==> src/rtl/spi_host_ctrl.sv <==
// ---------------------------------------------------------------------------
// spi_host_ctrl
//    SPI initiator for the PSEC6 configuration/readback register port.
//    Mode 0, MSB first. A frame is one header byte {rw, addr[6:0]} followed
//    by nbytes data bytes; the target auto-increments the register address.
//
//    Ports
//       spi_clk    controller clock, all logic on posedge
//       full_rstn  asynchronous active-low reset
//       start      one-cycle frame request, only honoured in IDLE
//       rw         1 = write, 0 = read
//       addr       start register address
//       nbytes     data byte count, saturated to MAX_BYTES
//       tx_data    next write byte
//       tx_valid   tx_data valid
//       tx_ready   byte taken this cycle (tx_valid & tx_ready = transfer)
//       rx_data    last received read byte
//       rx_valid   one-cycle pulse, rx_data updated
//       busy       high from accepted start until done
//       done       one-cycle pulse at frame end
//       csb        chip select, active-low
//       sclk       serial clock, idles low
//       pico       serial data to target
//       poci       serial data from target
//
//    state   | meaning
//    --------+-------------------------------------------------------------
//    IDLE    | csb high, waiting for start
//    SETUP   | csb low, first header bit on pico, CS_SETUP cycles
//    HEADER  | shifting the 8 header bits
//    DATA    | shifting data bytes; write underrun parks here with sclk low
//    HOLD    | sclk low, csb low for CS_HOLD cycles, then done
// ---------------------------------------------------------------------------
module spi_host_ctrl #(
   parameter int CLK_DIV   = 2,
   parameter int MAX_BYTES = 16,
   parameter int CS_SETUP  = 2,
   parameter int CS_HOLD   = 2,
   parameter int BW        = $clog2(MAX_BYTES + 1)
) (
   input  logic          spi_clk,
   input  logic          full_rstn,
   input  logic          start,
   input  logic          rw,
   input  logic [6:0]    addr,
   input  logic [BW-1:0] nbytes,
   input  logic [7:0]    tx_data,
   input  logic          tx_valid,
   output logic          tx_ready,
   output logic [7:0]    rx_data,
   output logic          rx_valid,
   output logic          busy,
   output logic          done,
   output logic          csb,
   output logic          sclk,
   output logic          pico,
   input  logic          poci
);

   localparam int DW    = (CLK_DIV > 1) ? $clog2(CLK_DIV) : 1;
   localparam int CSMAX = (CS_SETUP > CS_HOLD) ? CS_SETUP : CS_HOLD;
   localparam int CW    = (CSMAX > 1) ? $clog2(CSMAX) : 1;

   localparam logic [DW-1:0] DIV_LOAD   = DW'(CLK_DIV - 1);
   localparam logic [CW-1:0] SETUP_LOAD = CW'(CS_SETUP - 1);
   localparam logic [CW-1:0] HOLD_LOAD  = CW'(CS_HOLD - 1);
   localparam logic [BW-1:0] MAX_NB     = BW'(MAX_BYTES);

   typedef enum logic [2:0] {
      ST_IDLE,
      ST_SETUP,
      ST_HEADER,
      ST_DATA,
      ST_HOLD
   } state_t;

   state_t        state;
   logic          rw_q;
   logic [6:0]    tx_shift;     // bits still to go out after the one on pico
   logic [7:0]    rx_shift;
   logic [DW-1:0] div_cnt;
   logic [2:0]    bit_cnt;
   logic [BW-1:0] byte_cnt;     // bytes left, including the one in flight
   logic [CW-1:0] cs_cnt;
   logic          wait_tx;      // write underrun: waiting for tx_valid
   logic          rx_pend;      // last rising edge of a read byte was just seen

   logic div_tc;
   logic byte_end;
   logic more_bytes;
   logic want_byte;

   assign div_tc   = (div_cnt == '0);
   assign byte_end = ((state == ST_HEADER) || (state == ST_DATA)) && !wait_tx &&
                     sclk && div_tc && (bit_cnt == 3'd0);
   // In HEADER the counter still holds the full byte count; in DATA it
   // includes the byte finishing now.
   assign more_bytes = (state == ST_HEADER) ? (byte_cnt != '0) : (byte_cnt != BW'(1));

   // The next write byte is wanted on the falling edge that closes the
   // previous byte, or at any time while parked in an underrun.
   assign want_byte = rw_q && (((state == ST_DATA) && wait_tx) || (byte_end && more_bytes));
   assign tx_ready  = want_byte && tx_valid;

   always_ff @(posedge spi_clk or negedge full_rstn) begin
      if (!full_rstn) begin
         state    <= ST_IDLE;
         rw_q     <= 1'b0;
         tx_shift <= '0;
         rx_shift <= '0;
         div_cnt  <= '0;
         bit_cnt  <= '0;
         byte_cnt <= '0;
         cs_cnt   <= '0;
         wait_tx  <= 1'b0;
         rx_pend  <= 1'b0;
         rx_data  <= '0;
         rx_valid <= 1'b0;
         busy     <= 1'b0;
         done     <= 1'b0;
         csb      <= 1'b1;
         sclk     <= 1'b0;
         pico     <= 1'b0;
      end else begin
         done     <= 1'b0;
         rx_valid <= 1'b0;

         if (rx_pend) begin
            rx_data  <= rx_shift;
            rx_valid <= 1'b1;
            rx_pend  <= 1'b0;
         end

         case (state)
            ST_IDLE: begin
               csb  <= 1'b1;
               sclk <= 1'b0;
               // the done cycle itself does not accept a new start
               if (start && !done) begin
                  rw_q     <= rw;
                  pico     <= rw;
                  tx_shift <= addr;
                  byte_cnt <= (nbytes > MAX_NB) ? MAX_NB : nbytes;
                  cs_cnt   <= SETUP_LOAD;
                  busy     <= 1'b1;
                  csb      <= 1'b0;
                  state    <= ST_SETUP;
               end
            end

            ST_SETUP: begin
               if (cs_cnt == '0) begin
                  div_cnt <= DIV_LOAD;
                  bit_cnt <= 3'd7;
                  state   <= ST_HEADER;
               end else begin
                  cs_cnt <= cs_cnt - CW'(1);
               end
            end

            ST_HEADER, ST_DATA: begin
               if (wait_tx) begin
                  // sclk stays low and the bit timer stays loaded until data arrives
                  if (tx_valid) begin
                     pico     <= tx_data[7];
                     tx_shift <= tx_data[6:0];
                     wait_tx  <= 1'b0;
                  end
               end else if (!div_tc) begin
                  div_cnt <= div_cnt - DW'(1);
               end else begin
                  div_cnt <= DIV_LOAD;
                  if (!sclk) begin
                     sclk     <= 1'b1;
                     rx_shift <= {rx_shift[6:0], poci};
                     if ((state == ST_DATA) && !rw_q && (bit_cnt == 3'd0)) begin
                        rx_pend <= 1'b1;
                     end
                  end else begin
                     sclk <= 1'b0;
                     if (bit_cnt != 3'd0) begin
                        bit_cnt  <= bit_cnt - 3'd1;
                        pico     <= tx_shift[6];
                        tx_shift <= {tx_shift[5:0], 1'b0};
                     end else begin
                        if (state == ST_DATA) begin
                           byte_cnt <= byte_cnt - BW'(1);
                        end
                        if (!more_bytes) begin
                           pico   <= 1'b0;
                           cs_cnt <= HOLD_LOAD;
                           state  <= ST_HOLD;
                        end else begin
                           bit_cnt <= 3'd7;
                           state   <= ST_DATA;
                           if (!rw_q) begin
                              pico     <= 1'b0;
                              tx_shift <= '0;
                           end else if (tx_valid) begin
                              pico     <= tx_data[7];
                              tx_shift <= tx_data[6:0];
                           end else begin
                              wait_tx <= 1'b1;
                           end
                        end
                     end
                  end
               end
            end

            ST_HOLD: begin
               sclk <= 1'b0;
               if (cs_cnt == '0) begin
                  csb   <= 1'b1;
                  busy  <= 1'b0;
                  done  <= 1'b1;
                  state <= ST_IDLE;
               end else begin
                  cs_cnt <= cs_cnt - CW'(1);
               end
            end

            default: state <= ST_IDLE;
         endcase
      end
   end

endmodule

==> config.mk <==
export PLATFORM = sky130hd
export DESIGN_NAME = spi_host_ctrl
export DESIGN_NICKNAME = d
export VERILOG_FILES = /design/src/rtl/spi_host_ctrl.sv
export SDC_FILE = /design/constraint.sdc
export NUM_CORES = 1
export LEC_CHECK = 0
export ABC_AREA = 1
export BUFFER_PORTS_ARGS = -buffer_cell sky130_fd_sc_hd__buf_4
export CAP_MARGIN = 0
export CORE_AREA = 4 4 83 85
export DETAILED_ROUTE_END_ITERATION = 12
export DIE_AREA = 0 0 87 89
export PLACE_DENSITY = 0.61
export SYNTH_ARGS = -nofsm -noshare
export SYNTH_HDL_FRONTEND = slang
export SYNTH_SLANG_ARGS = --single-unit
==> constraint.sdc <==
create_clock -name spi_clk -period 4.1 [get_ports spi_clk]
set_clock_uncertainty 0.05 [all_clocks]
set_input_delay 0 -clock spi_clk [delete_from_list [all_inputs] [get_ports spi_clk]]
set_output_delay 0 -clock spi_clk [all_outputs]
set_load 0.05 [all_outputs]
==> results of run 1 <==
## kinds of logic after synthesis
group / after synthesis / share of synthesized area
muxes: 4 / 0.0181
AOI/OAI and AO/OA: 38 / 0.0825
DFF: 45 / 0.453
xor gates and xnor gates: 2 / 0.00705
buffers and inverters: 42 / 0.0659
and+or+nand+nor: 193 / 0.348
adders and majority gates: 5 / 0.0252
## final cells by class
cell class	count	area [um^2]	share of cell area
Clock buffer	5	68.8	0.0224
Clock inverter	3	46.3	0.0151
Inverter	35	131	0.0427
Multi-Input combinational cell	242	1190	0.389
Sequential cell	45	1130	0.367
Tap cell	77	96.3	0.0313
Timing Repair Buffer	51	410	0.133
## sequential cells by signal, indices dropped and copies added (netlist names), 3 cells and up
signal	count
byte_cnt	5
state	3
rx_data	8
rx_shift	8
tx_shift	7
bit_cnt	3
## metrics by stage
| stage | hold slack [ns] | total power, mW |
|---|---|---|
| finish | 0.0110 | 2.24 |
| global route | 0.0339 | 2.47 |
| CTS | 0.00162 | 2.28 |
| detailed placement | -0.00211 | 1.91 |
| global placement | -0.00657 | 1.89 |
| floorplan | -0.346 | 1.63 |
## power groups by stage
stage | registers [mW] | clock network, mW | logic [mW]
after floorplan | 0.841 | 0 | 0.791
after global placement | 0.751 | 0 | 1.14
after detailed placement | 0.753 | 0 | 1.16
after CTS | 0.747 | 0.358 | 1.17
after global routing | 0.769 | 0.373 | 1.33
final | 0.745 | 0.343 | 1.16
## Yosys cell counts, drive strengths merged
cell / instances
a21oi: 11
nor3: 8
o31ai: 1
nand2: 111
clkinv: 2
clkbuf: 1
nand4: 5
buf: 6
xnor2: 1
mux2: 4
a31oi: 1
nor2: 41
o211ai: 1
inv: 33
ha: 5
dfstp: 1
dfrtp: 44
a21boi: 1
a32oi: 1
o21bai: 1
xor2: 1
and3: 1
nand3: 27
o21ai: 21
## worst max-delay path, cell delays in order, from the launching register on
cell	delay, ns
dfrtp_1	0.49
inv_2	0.15
nand2_4	0.18
nor2_1	0.17
nand2_2	0.09
nand2_4	0.09
nand4_1	0.08
a21oi_1	0.20
buf_4	0.23
## per-layer routing
metal,wire length (um),share of wire,global-route usage,up-vias
met5,0,0,0,-
li1,-,-,-,1154
met2,2760,0.48,0.284,55
met3,370,0.065,0.0350,5
met1,2500,0.44,0.201,1057
met4,65,0.011,0.0552,0
## worst max-delay path by stage
| stage | end | slack [ns] |
|---|---|---|
| 2_1_floorplan | tx_ready | 2.25 |
| 3_3_place_gp | rx_shift[3]$_DFFE_PN0P_ | 2.25 |
| 3_5_place_dp | rx_shift[3]$_DFFE_PN0P_ | 2.25 |
| 4_1_cts | tx_ready | 2.05 |
| 5_1_grt | tx_ready | 1.98 |
| 6_report | tx_ready | 2.05 |
==> metrics.md, run 1 <==
| Metric | Value |
|---|---|
| Hold_buf cts | `11` |
| Total GRT Usage | `0.164` |
| Required @ worst endpoint | `4.05 ns` |
| Sum Neg Setup Slack | `0 ns` |
| Non-Filler Instances | `458` |
| Syn nets | `360` |
| RSZ-0062 raised after global routing | `no` |
| IO buf count | `40` |
| Initial Utilization | `0.401` |
| Wire length per cell | `12.4 um` |
| Flop2flop setup slack | `2.21 ns` |
| Commonest non-fill, non-tap cells in the layout | `100 x nand2_1, 44 x dfrtp_1, 40 x buf_4` |
| Die Span X | `87 um` |
| Post-CTS sizing | `0` |
| Commonest non-fill, non-tap cell in the layout | `nand2_1` |
| Post-route cell area | `0.00308 mm^2` |
| Area growth syn-to-layout | `23.7%` |
| Clock Sinks | `45` |
| CP Launch Type | `register` |
| Internal Pwr Total | `1.19 mW` |
| Hold Path Class | `primary input to register` |
| Avg Cell Area, Syn | `7.56 um^2` |
| First-pass GRT wire length | `10.0 mm` |
| GR Overflow Total | `0` |
| Drt drc | `0` |
| Gp weighted congestion | `0.860` |
| Cell Pwr Density | `730 mW/mm^2` |
| Site Rows | `29` |
| Routed Antenna Nets | `0` |
| Pre-CTS worst setup slack | `2.25 ns` |
| Outcome | `complete, no violations` |
| Vias/cell | `4.96` |
| Hold Fails Final Rpt | `0` |
| Cts bufs inserted | `5` |
| CTS root buffer | `clkbuf_8` |
| Max cap viols | `0` |
| Setup Buffers After CTS | `0` |
| Worst-skew pair later-pin latency | `0.30 ns` |
| Reg2reg start | `state[1]$_DFFE_PN0P_` |
| Layout cell share with drive strength beyond 1 | `0.189` |
| Final Core Density | `0.496` |
| Yosys top cell area share | `0.443` |
| Switching part of the total power | `0.472` |
| Ant. Diodes | `0` |
| P_sw | `1.06 mW` |
| Fillers | `637` |
| CP arrival | `2.00 ns` |
| Cells after Synth | `329` |
| Initial antenna violation count | `0` |
| Register area share after synthesis | `0.453` |
| Longest Clk Path Bufs | `2` |
| Final wirelength | `5.70 mm` |
| CTS tree | `built` |
| Reg2reg path depth | `5` |
| Top cells by area, synth | `dfrtp_1 44%, nand2_1 15%, nor2_1 5.6%, nand3_1 5.4%, inv_1 4.4%` |
| Layout Nets | `411` |
| Largest net degree at the start of global routing | `46` |
| Final slew viol count | `0` |
| Vias | `2271` |
| Maximum vdd ir drop | `0.322 mV` |
| First drt pass iteration count | `4` |
| YS warnings | `0` |
| Highest clock rate | `0.488 GHz` |
| Clk pin slew, worst setup/hold paths | `0.09 ns` |
| Min cycle time layout | `2.05 ns` |
| Worst setup margin | `2.05 ns` |
| Dpl hpwl | `4.18 mm` |
| Clk pwr share | `0.153` |
| Worst Path Max Fanout | `24` |
| Yosys reg bits | `45` |
| Hold path cells | `5` |
| # IOs | `41` |
| Slew @ Worst Pin | `0.586 ns` |
| Placed cells | `439` |
| Core area | `0.00620 mm^2` |
| R2r endpoint | `rx_shift[3]$_DFFE_PN0P_` |
| Die Ht | `89 um` |
| CP endpoint kind | `output pin` |
| WHS Endpoint | `tx_shift[2]$_DFFE_PN0P_` |
| Synthesized area | `0.00249 mm^2` |
| Share of power burned in registers | `0.332` |
| Worst setup path startpoint | `state[2]$_DFFE_PN0P_` |
| Combinational share of power | `0.515` |
| Synth unique cells | `32` |
| Critical path class | `register to output pin` |
| Hold path startpoint | `addr[2]` |
| Max-slew headroom | `0.609` |
| Htree depth | `2` |
| Dominant cell type by area after synthesis | `dfrtp_1` |
| Die Area | `0.00774 mm^2` |
| Post-Place Cell Area | `0.00285 mm^2` |
| LEAKAGE | `1.59 nW` |
| Iteration-0 DRC Markers | `135` |
| Number of global-route vias before repair | `2207` |
| Final period util | `0.500` |
| Final Setup Violations | `0` |
Note: power is estimated with default switching activity, not from simulation.
==> run 2, diff against run 1 <==
Settings changed: ABC_AREA 1 to 0, CORE_AREA 4 4 83 85 to 4 4 82 84, DIE_AREA 0 0 87 89 to 0 0 86 88, PLACE_DENSITY 0.61 to 0.63.
Clock period 4.1 ns to 1.7 ns, I/O delays scaled along.
==> run 2 against run 1 <==
The flow now finishes with violations (setup timing). Non-clock buffer count is 53 higher. Via count down 3.5%. Synthesized area is 3.8% lower. Die area is 2.3% lower. Total power up 88%. Register-to-register slack worse by 2.3 ns. Critical path type unchanged. Final area grew 13%.
==> metrics.md, run 2 <==
| Metric | Value |
|---|---|
| P_sw | `1.56 mW (+47%)` |
| Site Rows | `28 (-3.4%)` |
| Layout cell share with drive strength beyond 1 | `0.466 (+0.277)` |
| Final wirelength | `6.10 mm (+7.0%)` |
| Syn nets | `269 (-25%)` |
| Fillers | `532 (-16%)` |
| # IOs | `41 (unchanged)` |
| Yosys top cell area share | `0.460 (+0.0176)` |
| Number of global-route vias before repair | `2206 (-0.045%)` |
| Gp weighted congestion | `0.826 (-3.9%)` |
| Internal Pwr Total | `2.66 mW (+120%)` |
| Register area share after synthesis | `0.471 (+0.0180)` |
| Placed cells | `381 (-13%)` |
| Non-Filler Instances | `412 (-10%)` |
| Most common cell in the netlist | `dfrtp_1` |
| Dpl hpwl | `4.25 mm (+1.8%)` |
| Cell Pwr Density | `1210 mW/mm^2 (+66%)` |
| Failing checks | `setup timing` |
| Post-synth EDFFs | `0 (unchanged)` |
| Combinational share of power | `0.441 (-0.074)` |
| Clk pwr share | `0.166 (+0.013)` |
| Die Span X | `86 um (-1.1%)` |
| Main synth FF type | `dfrtp_1` |
| Most frequent cells after synthesis | `44 x dfrtp_1, 31 x nor2_1, 19 x mux2_2, 14 x a21oi_1` |
| Buffers plus inverters on the worst setup path | `2 (unchanged)` |
| CTS root buffer | `clkbuf_8` |
| Highest clock rate | `0.541 GHz` |
| Post-route cell area | `0.00348 mm^2 (+13%)` |
| Clock Sinks | `45 (unchanged)` |
| Share of power burned in registers | `0.392 (+0.060)` |
| Die Area | `0.00757 mm^2 (-2.3%)` |
| Vias | `2191 (-3.5%)` |
| Slew @ Worst Pin | `0.578 ns (-0.00849 ns)` |
| Htree depth | `2 (unchanged)` |
| Delay-heaviest family, CP | `flip-flops` |
| Cells after Synth | `238 (-28%)` |
| Core area | `0.00592 mm^2 (-4.6%)` |
| Initial antenna violation count | `0 (unchanged)` |
| Power Total | `4.22 mW (+88%)` |
| IO buf count | `40 (unchanged)` |
| Hold path cells | `5 (unchanged)` |
| Final slew viol count | `0 (unchanged)` |
| First-pass GRT wire length | `10.2 mm (+1.8%)` |
| Cts bufs inserted | `5 (unchanged)` |
| Worst setup margin | `-0.149 ns (-2.20 ns)` |
| Required @ worst endpoint | `1.65 ns (-2.40 ns)` |
| Layout Nets | `367 (-11%)` |
| Top cells by area, synth | `dfrtp_1 46%, mux2_2 8.9%, nor2_1 4.9%, a21oi_1 2.9%, a22o_1 2.9%` |
| Post-Place Cell Area | `0.00307 mm^2 (+7.7%)` |
| Longest Clk Path Bufs | `2 (unchanged)` |
| Avg Cell Area, Syn | `10.0 um^2 (+33%)` |
| Slowest Stage Delay on Critical Path | `0.37 ns (-0.12 ns)` |
| Vias/cell | `5.32 (+7.2%)` |
| Iteration-0 DRC Markers | `86 (-36%)` |
| Synth unique cells | `47 (+47%)` |
| CP Depth | `8 (unchanged)` |
| Commonest non-fill, non-tap cells in the layout | `89 x buf_4, 40 x dfrtp_1, 28 x nor2_1` |
| Wire length per cell | `14.8 um (+19%)` |
| Max cap viols | `0 (unchanged)` |
| First drt pass iteration count | `4 (unchanged)` |
| Commonest non-fill, non-tap cell in the layout | `buf_4` |
| Clk pin slew, worst setup/hold paths | `0.09 ns (about the same)` |
| Slowest-stage cell, CP | `dfrtp_1` |
| Yosys reg bits | `45 (unchanged)` |
| CP arrival | `1.80 ns (-0.20 ns)` |
| Dominant cell type by area after synthesis | `dfrtp_1` |
| Async SR Flop Fraction | `1.00 (unchanged)` |
| Sum Neg Setup Slack | `-0.441 ns (-0.441 ns)` |
| Worst-skew pair later-pin latency | `0.30 ns (about the same)` |
| Max-slew headroom | `0.615 (+0.00566)` |
| Drt drc | `0 (unchanged)` |
| Worst-path cell chain | `inv_2 > ha_2 > nor4b_4 > mux2_4 > nor2_4 > a21oi_2 > nor2_2 > buf_6` |
| Worst Path Max Fanout | `3 (-88%)` |
| Ant. Diodes | `0 (unchanged)` |
| Maximum vdd ir drop | `0.665 mV (+110%)` |
| CP endpoint kind | `output pin` |
| Reg2reg path depth | `7 (+2)` |
| RSZ-0062 raised after global routing | `yes` |
| Routed Antenna Nets | `0 (unchanged)` |
| Min cycle time layout | `1.85 ns` |
| GR Overflow Total | `0 (unchanged)` |
| Switching part of the total power | `0.369 (-0.103)` |
| Critical path class | `register to output pin` |
| Sequential cell area | `0.00113 mm^2 (+0.44%)` |
| Footprint of the multi-input gates | `0.00132 mm^2 (+10%)` |
| Total GRT Usage | `0.169 (+0.00560)` |
| Synthesized area | `0.00239 mm^2 (-3.8%)` |
| Area growth syn-to-layout | `45.7%` |
| Die Ht | `88 um (-1.1%)` |
| CTS tree | `built` |
| Hold Path Class | `primary input to register` |
| Initial Utilization | `0.404 (+0.00316)` |
| Largest net degree at the start of global routing | `46 (unchanged)` |
| Hold Fails Final Rpt | `0 (unchanged)` |
| LEAKAGE | `1.61 nW (+1.6%)` |
| Biggest regs | `rx_data: 8 flops, rx_shift: 8 flops, tx_shift: 7 flops` |
| Final period util | `1.09` |
| YS warnings | `0 (unchanged)` |
| Outcome | `finished, violations left` |
| CP Launch Type | `register` |
| Final Setup Violations | `10 (+10)` |
## run 2: changes by cell type in the layout (fill, tap and decap cells not counted), moves of 9 or more
cell	previous run	this run
mux2_2	4	18
buf_4	40	89
inv_1	29	3
nor2_1	37	28
nand2_1	100	12
nand3_1	27	4
## run 2: metal layers
metal | global-route usage | wire length [um] | up-vias
met2 | 0.276 | 2990 | 60
li1 | - | - | 1056
met5 | 0 | 0 | -
met1 | 0.217 | 2650 | 1059
met4 | 0.0734 | 178 | 0
met3 | 0.0367 | 284 | 16
## run 2: logic make-up after synthesis
logic type,count (synthesis),share of synthesized area
xor gates and xnor gates,1,0.00366
muxes,19,0.0895
AOI/OAI and AO/OA,63,0.177
buffers and inverters,20,0.0392
and+or+nand+nor,85,0.193
DFF,45,0.471
adders and majority gates,5,0.0262
## run 2: path summary, 6_finish.rpt
kind,slack (ns),endpoint,from
min in group asynchronous,0.18,rx_valid$_DFF_PN0_,full_rstn
hold / removal,0.001,byte_cnt[0]$_DFFE_PN0P_,nbytes[0]
max in group asynchronous,1.00,wait_tx$_DFFE_PN0N_,full_rstn
hold reg to reg,0.46,tx_shift[6]$_DFFE_PN0P_,tx_shift[6]$_DFFE_PN0P_
setup / recovery,-0.15,tx_ready,byte_cnt[1]$_DFFE_PN0P_
setup reg to reg,-0.05,tx_shift[4]$_DFFE_PN0P_,byte_cnt[1]$_DFFE_PN0P_
## run 2: power by group through the flow
stage                     Clock (mW)  Sequential (mW)  Combinational, mW
after floorplan                    0             1.74               1.05
after global placement             0             1.65               1.64
after detailed placement           0             1.66               1.68
after CTS                      0.721             1.65               1.78
after global routing           0.763             1.70               2.04
final                          0.702             1.65               1.86
## run 2: final cells by class
cell class	instances	share of cell area
clock buffer	5	0.0198
multi-input combinational	173	0.378
clock inverter	3	0.00718
tap	75	0.0269
timing repair buffer	104	0.236
sequential	45	0.325
inverter	7	0.00754
## run 2: tightest hold or removal path, cell delays in order
cell      delay [ns]
buf_4           0.08
nand3b_1        0.06
o21ai_0         0.07
nand2_1         0.05
o21ai_0         0.06
## run 2: through the flow
| step | hold slack (ns) | setup WS (ns) | utilization |
|---|---|---|---|
| 2_1_floorplan | -0.346 | -0.0517 | - |
| 3_3_place_gp | -0.00373 | -0.105 | 0.519 |
| 3_5_place_dp | -0.00124 | -0.155 | 0.519 |
| 4_1_cts | 0.00250 | -0.122 | 0.573 |
| 5_1_grt | 0.0476 | -0.225 | 0.588 |
| 6_report | 0.000974 | -0.149 | 0.588 |
## run 2: repair_timing
action	in CTS	in global routing
setup buffers	4	7
pin swaps	5	4
endpoints found under the setup margin	15	20
resized for setup	22	10
endpoints found under the hold margin	56	0
hold buffers	12	0
==> run 3, diff against run 2 <==
==> constraint.sdc (replaced) <==
create_clock -name spi_clk -period 1.7 [get_ports spi_clk]
set_clock_uncertainty 0.05 [all_clocks]
set_input_delay 0.34 -clock spi_clk [delete_from_list [all_inputs] [get_ports spi_clk]]
set_output_delay 0.34 -clock spi_clk [all_outputs]
set_load 0.05 [all_outputs]
==> run 3 against run 2 <==
The run still ends with setup timing left. Hold slack improved by 0.20 ns. Final area fell by 2.5%. Cell count fell by 3.4%. Worst setup slack got worse by 0.27 ns. Via count fell by 5.5%. Largest cell class unchanged. Highest routed layer unchanged.
==> metrics.md, run 3 (synthesis gave the netlist of run 2 again) <==
| Metric | Value |
|---|---|
| Vias/cell | `5.20 (-2.2%)` |
| Ant. Diodes | `0 (unchanged)` |
| Clk pin slew, worst setup/hold paths | `0.09 ns (about the same)` |
| Sequential cell area | `0.00113 mm^2 (+0.11%)` |
| Min cycle time layout | `2.12 ns (+0.270 ns)` |
| Wire length per cell | `14.7 um (-0.59%)` |
| Site Rows | `28 (unchanged)` |
| Total GRT Usage | `0.163 (-0.00599)` |
| Maximum vdd ir drop | `0.692 mV (+4.1%)` |
| Hold Fails Final Rpt | `0 (unchanged)` |
| Number of global-route vias before repair | `2081 (-5.7%)` |
| Gp weighted congestion | `0.850 (+2.8%)` |
| Final Core Density | `0.574 (-0.0146)` |
| Final wirelength | `5.86 mm (-4.0%)` |
| Critical path class | `register to output pin` |
| Final slew viol count | `0 (unchanged)` |
| Commonest non-fill, non-tap cells in the layout | `86 x buf_4, 39 x dfrtp_1, 29 x nor2_1` |
| First-pass GRT wire length | `9.70 mm (-4.7%)` |
| CP arrival | `1.73 ns (-0.07 ns)` |
| Largest net degree at the start of global routing | `46 (unchanged)` |
| Footprint of the multi-input gates | `0.00136 mm^2 (+3.1%)` |
| Commonest non-fill, non-tap cell in the layout | `buf_4` |
| Die Span X | `86 um (unchanged)` |
| Worst setup margin | `-0.419 ns (-0.270 ns)` |
| Hold Path Class | `primary input to register` |
| Slew @ Worst Pin | `0.591 ns (+0.0133 ns)` |
| Failing checks | `setup timing` |
| Routed Antenna Nets | `0 (unchanged)` |
| Drt drc | `0 (unchanged)` |
| CTS tree | `built` |
| Cell Pwr Density | `1230 mW/mm^2 (+1.6%)` |
| Area growth syn-to-layout | `42.1%` |
| Final period util | `1.25 (+0.159)` |
| Core area | `0.00592 mm^2 (unchanged)` |
| CTS root buffer | `clkbuf_8` |
| Biggest regs | `rx_data: 8 flops, rx_shift: 8 flops, tx_shift: 7 flops` |
| GR Overflow Total | `0 (unchanged)` |
| Cts bufs inserted | `5 (unchanged)` |
| Initial antenna violation count | `0 (unchanged)` |
| Final Setup Violations | `10 (unchanged)` |
| Layout cell share with drive strength beyond 1 | `0.483 (+0.0171)` |
| Fillers | `548 (+3.0%)` |
| Highest clock rate | `0.472 GHz (-13%)` |
| Vias | `2071 (-5.5%)` |
| Dpl hpwl | `4.28 mm (+0.66%)` |
| Initial Utilization | `0.404 (unchanged)` |
| Max cap viols | `0 (unchanged)` |
| Max-slew headroom | `0.605 (-0.0103)` |
| Required @ worst endpoint | `1.31 ns (-0.34 ns)` |
| Flop2flop setup slack | `-0.12 ns (-0.07 ns)` |
| Longest Clk Path Bufs | `2 (unchanged)` |
| CP Launch Type | `register` |
| First drt pass iteration count | `4 (unchanged)` |
| Outcome | `finished, violations left` |
| Die Area | `0.00757 mm^2 (unchanged)` |
| Htree depth | `2 (unchanged)` |
| # IOs | `41 (unchanged)` |
| Worst-skew pair later-pin latency | `0.30 ns (about the same)` |
| Clock Sinks | `45 (unchanged)` |
| Pre-CTS worst setup slack | `-0.268 ns (-0.113 ns)` |
| Die Ht | `88 um (unchanged)` |
| Layout Nets | `353 (-3.8%)` |
| LEAKAGE | `1.56 nW (-3.6%)` |
| CP endpoint kind | `output pin` |
| Worst Path Max Fanout | `3 (unchanged)` |
| RSZ-0062 raised after global routing | `yes` |
| IO buf count | `40 (unchanged)` |
| Iteration-0 DRC Markers | `117 (+36%)` |
-- run 3: cell count changes in the layout (fill, tap and decap cells not counted), sizes merged --
| cell | before | now |
|---|---|---|
| buf | 92 | 89 |
| clkinv | 1 | 0 |
| dlygate4sd3 | 12 | 1 |
| inv | 8 | 9 |
-- run 3: path summary, 6_finish.rpt --
kind,start,endpoint,depth (start not counted)
max in group asynchronous,full_rstn,wait_tx$_DFFE_PN0N_,2
min,tx_valid,wait_tx$_DFFE_PN0N_,2
max reg2reg,byte_cnt[1]$_DFFE_PN0P_,tx_shift[5]$_DFFE_PN0P_,8
max,byte_cnt[0]$_DFFE_PN0P_,tx_ready,8
min in group asynchronous,full_rstn,done$_DFF_PN0_,2
min reg2reg,rx_data[1]$_DFFE_PN0P_,rx_data[1]$_DFFE_PN0P_,1
-- run 3: report_power, final --
part	switching, mW	internal (mW)	leakage (nW)
Sequential	0.217	1.37	0.554
Combinational	0.920	0.975	0.956
Clock	0.397	0.300	0.0452
Total	1.53	2.65	1.56
-- run 3: per-stage QoR --
step	std cells	power (mW)	setup TNS (ns)	hold WS, ns	area, um^2
after floorplan	238	2.78	-0.506	-0.00559	2450
after global placement	386	3.34	-0.922	0.327	3110
after detailed placement	386	3.39	-2.20	0.339	3110
after CTS	396	4.19	-1.20	0.194	3320
after global routing	398	4.48	-2.23	0.192	3400
final	398	4.18	-1.29	0.201	3400
-- run 3: timing repair --
action / 4_1_cts / 5_1_grt
endpoints found under the hold margin: 21 / 0
setup buffers: 1 / 2
pin swaps: 1 / 3
hold buffers: 1 / 0
gates resized for setup: 19 / 17
endpoints found under the setup margin: 12 / 26
-- run 3: worst max-delay path, cell delays in order (launching register included) --
cell	delay [ns]
dfrtp_1	0.40
inv_2	0.07
ha_4	0.16
nor4b_4	0.12
mux2_4	0.28
nor2_4	0.10
a21oi_4	0.04
nor2_4	0.10
buf_8	0.15
-- run 3: cell type report --
| type | instances | share of cell area |
|---|---|---|
| timing repair buffer | 90 | 0.204 |
| sequential | 45 | 0.334 |
| multi-input combinational | 173 | 0.399 |
| tap | 75 | 0.0276 |
| inverter | 7 | 0.00773 |
| clock inverter | 3 | 0.00737 |
| clock buffer | 5 | 0.0203 |
-- run 3: layer usage --
metal  GRT usage  routed length [um]  vias up
li1            -                   -     1025
met1       0.208                2610      995
met2       0.274                2900       45
met3      0.0226                 264        6
met4      0.0763                  85        0
met5           0                   0        -
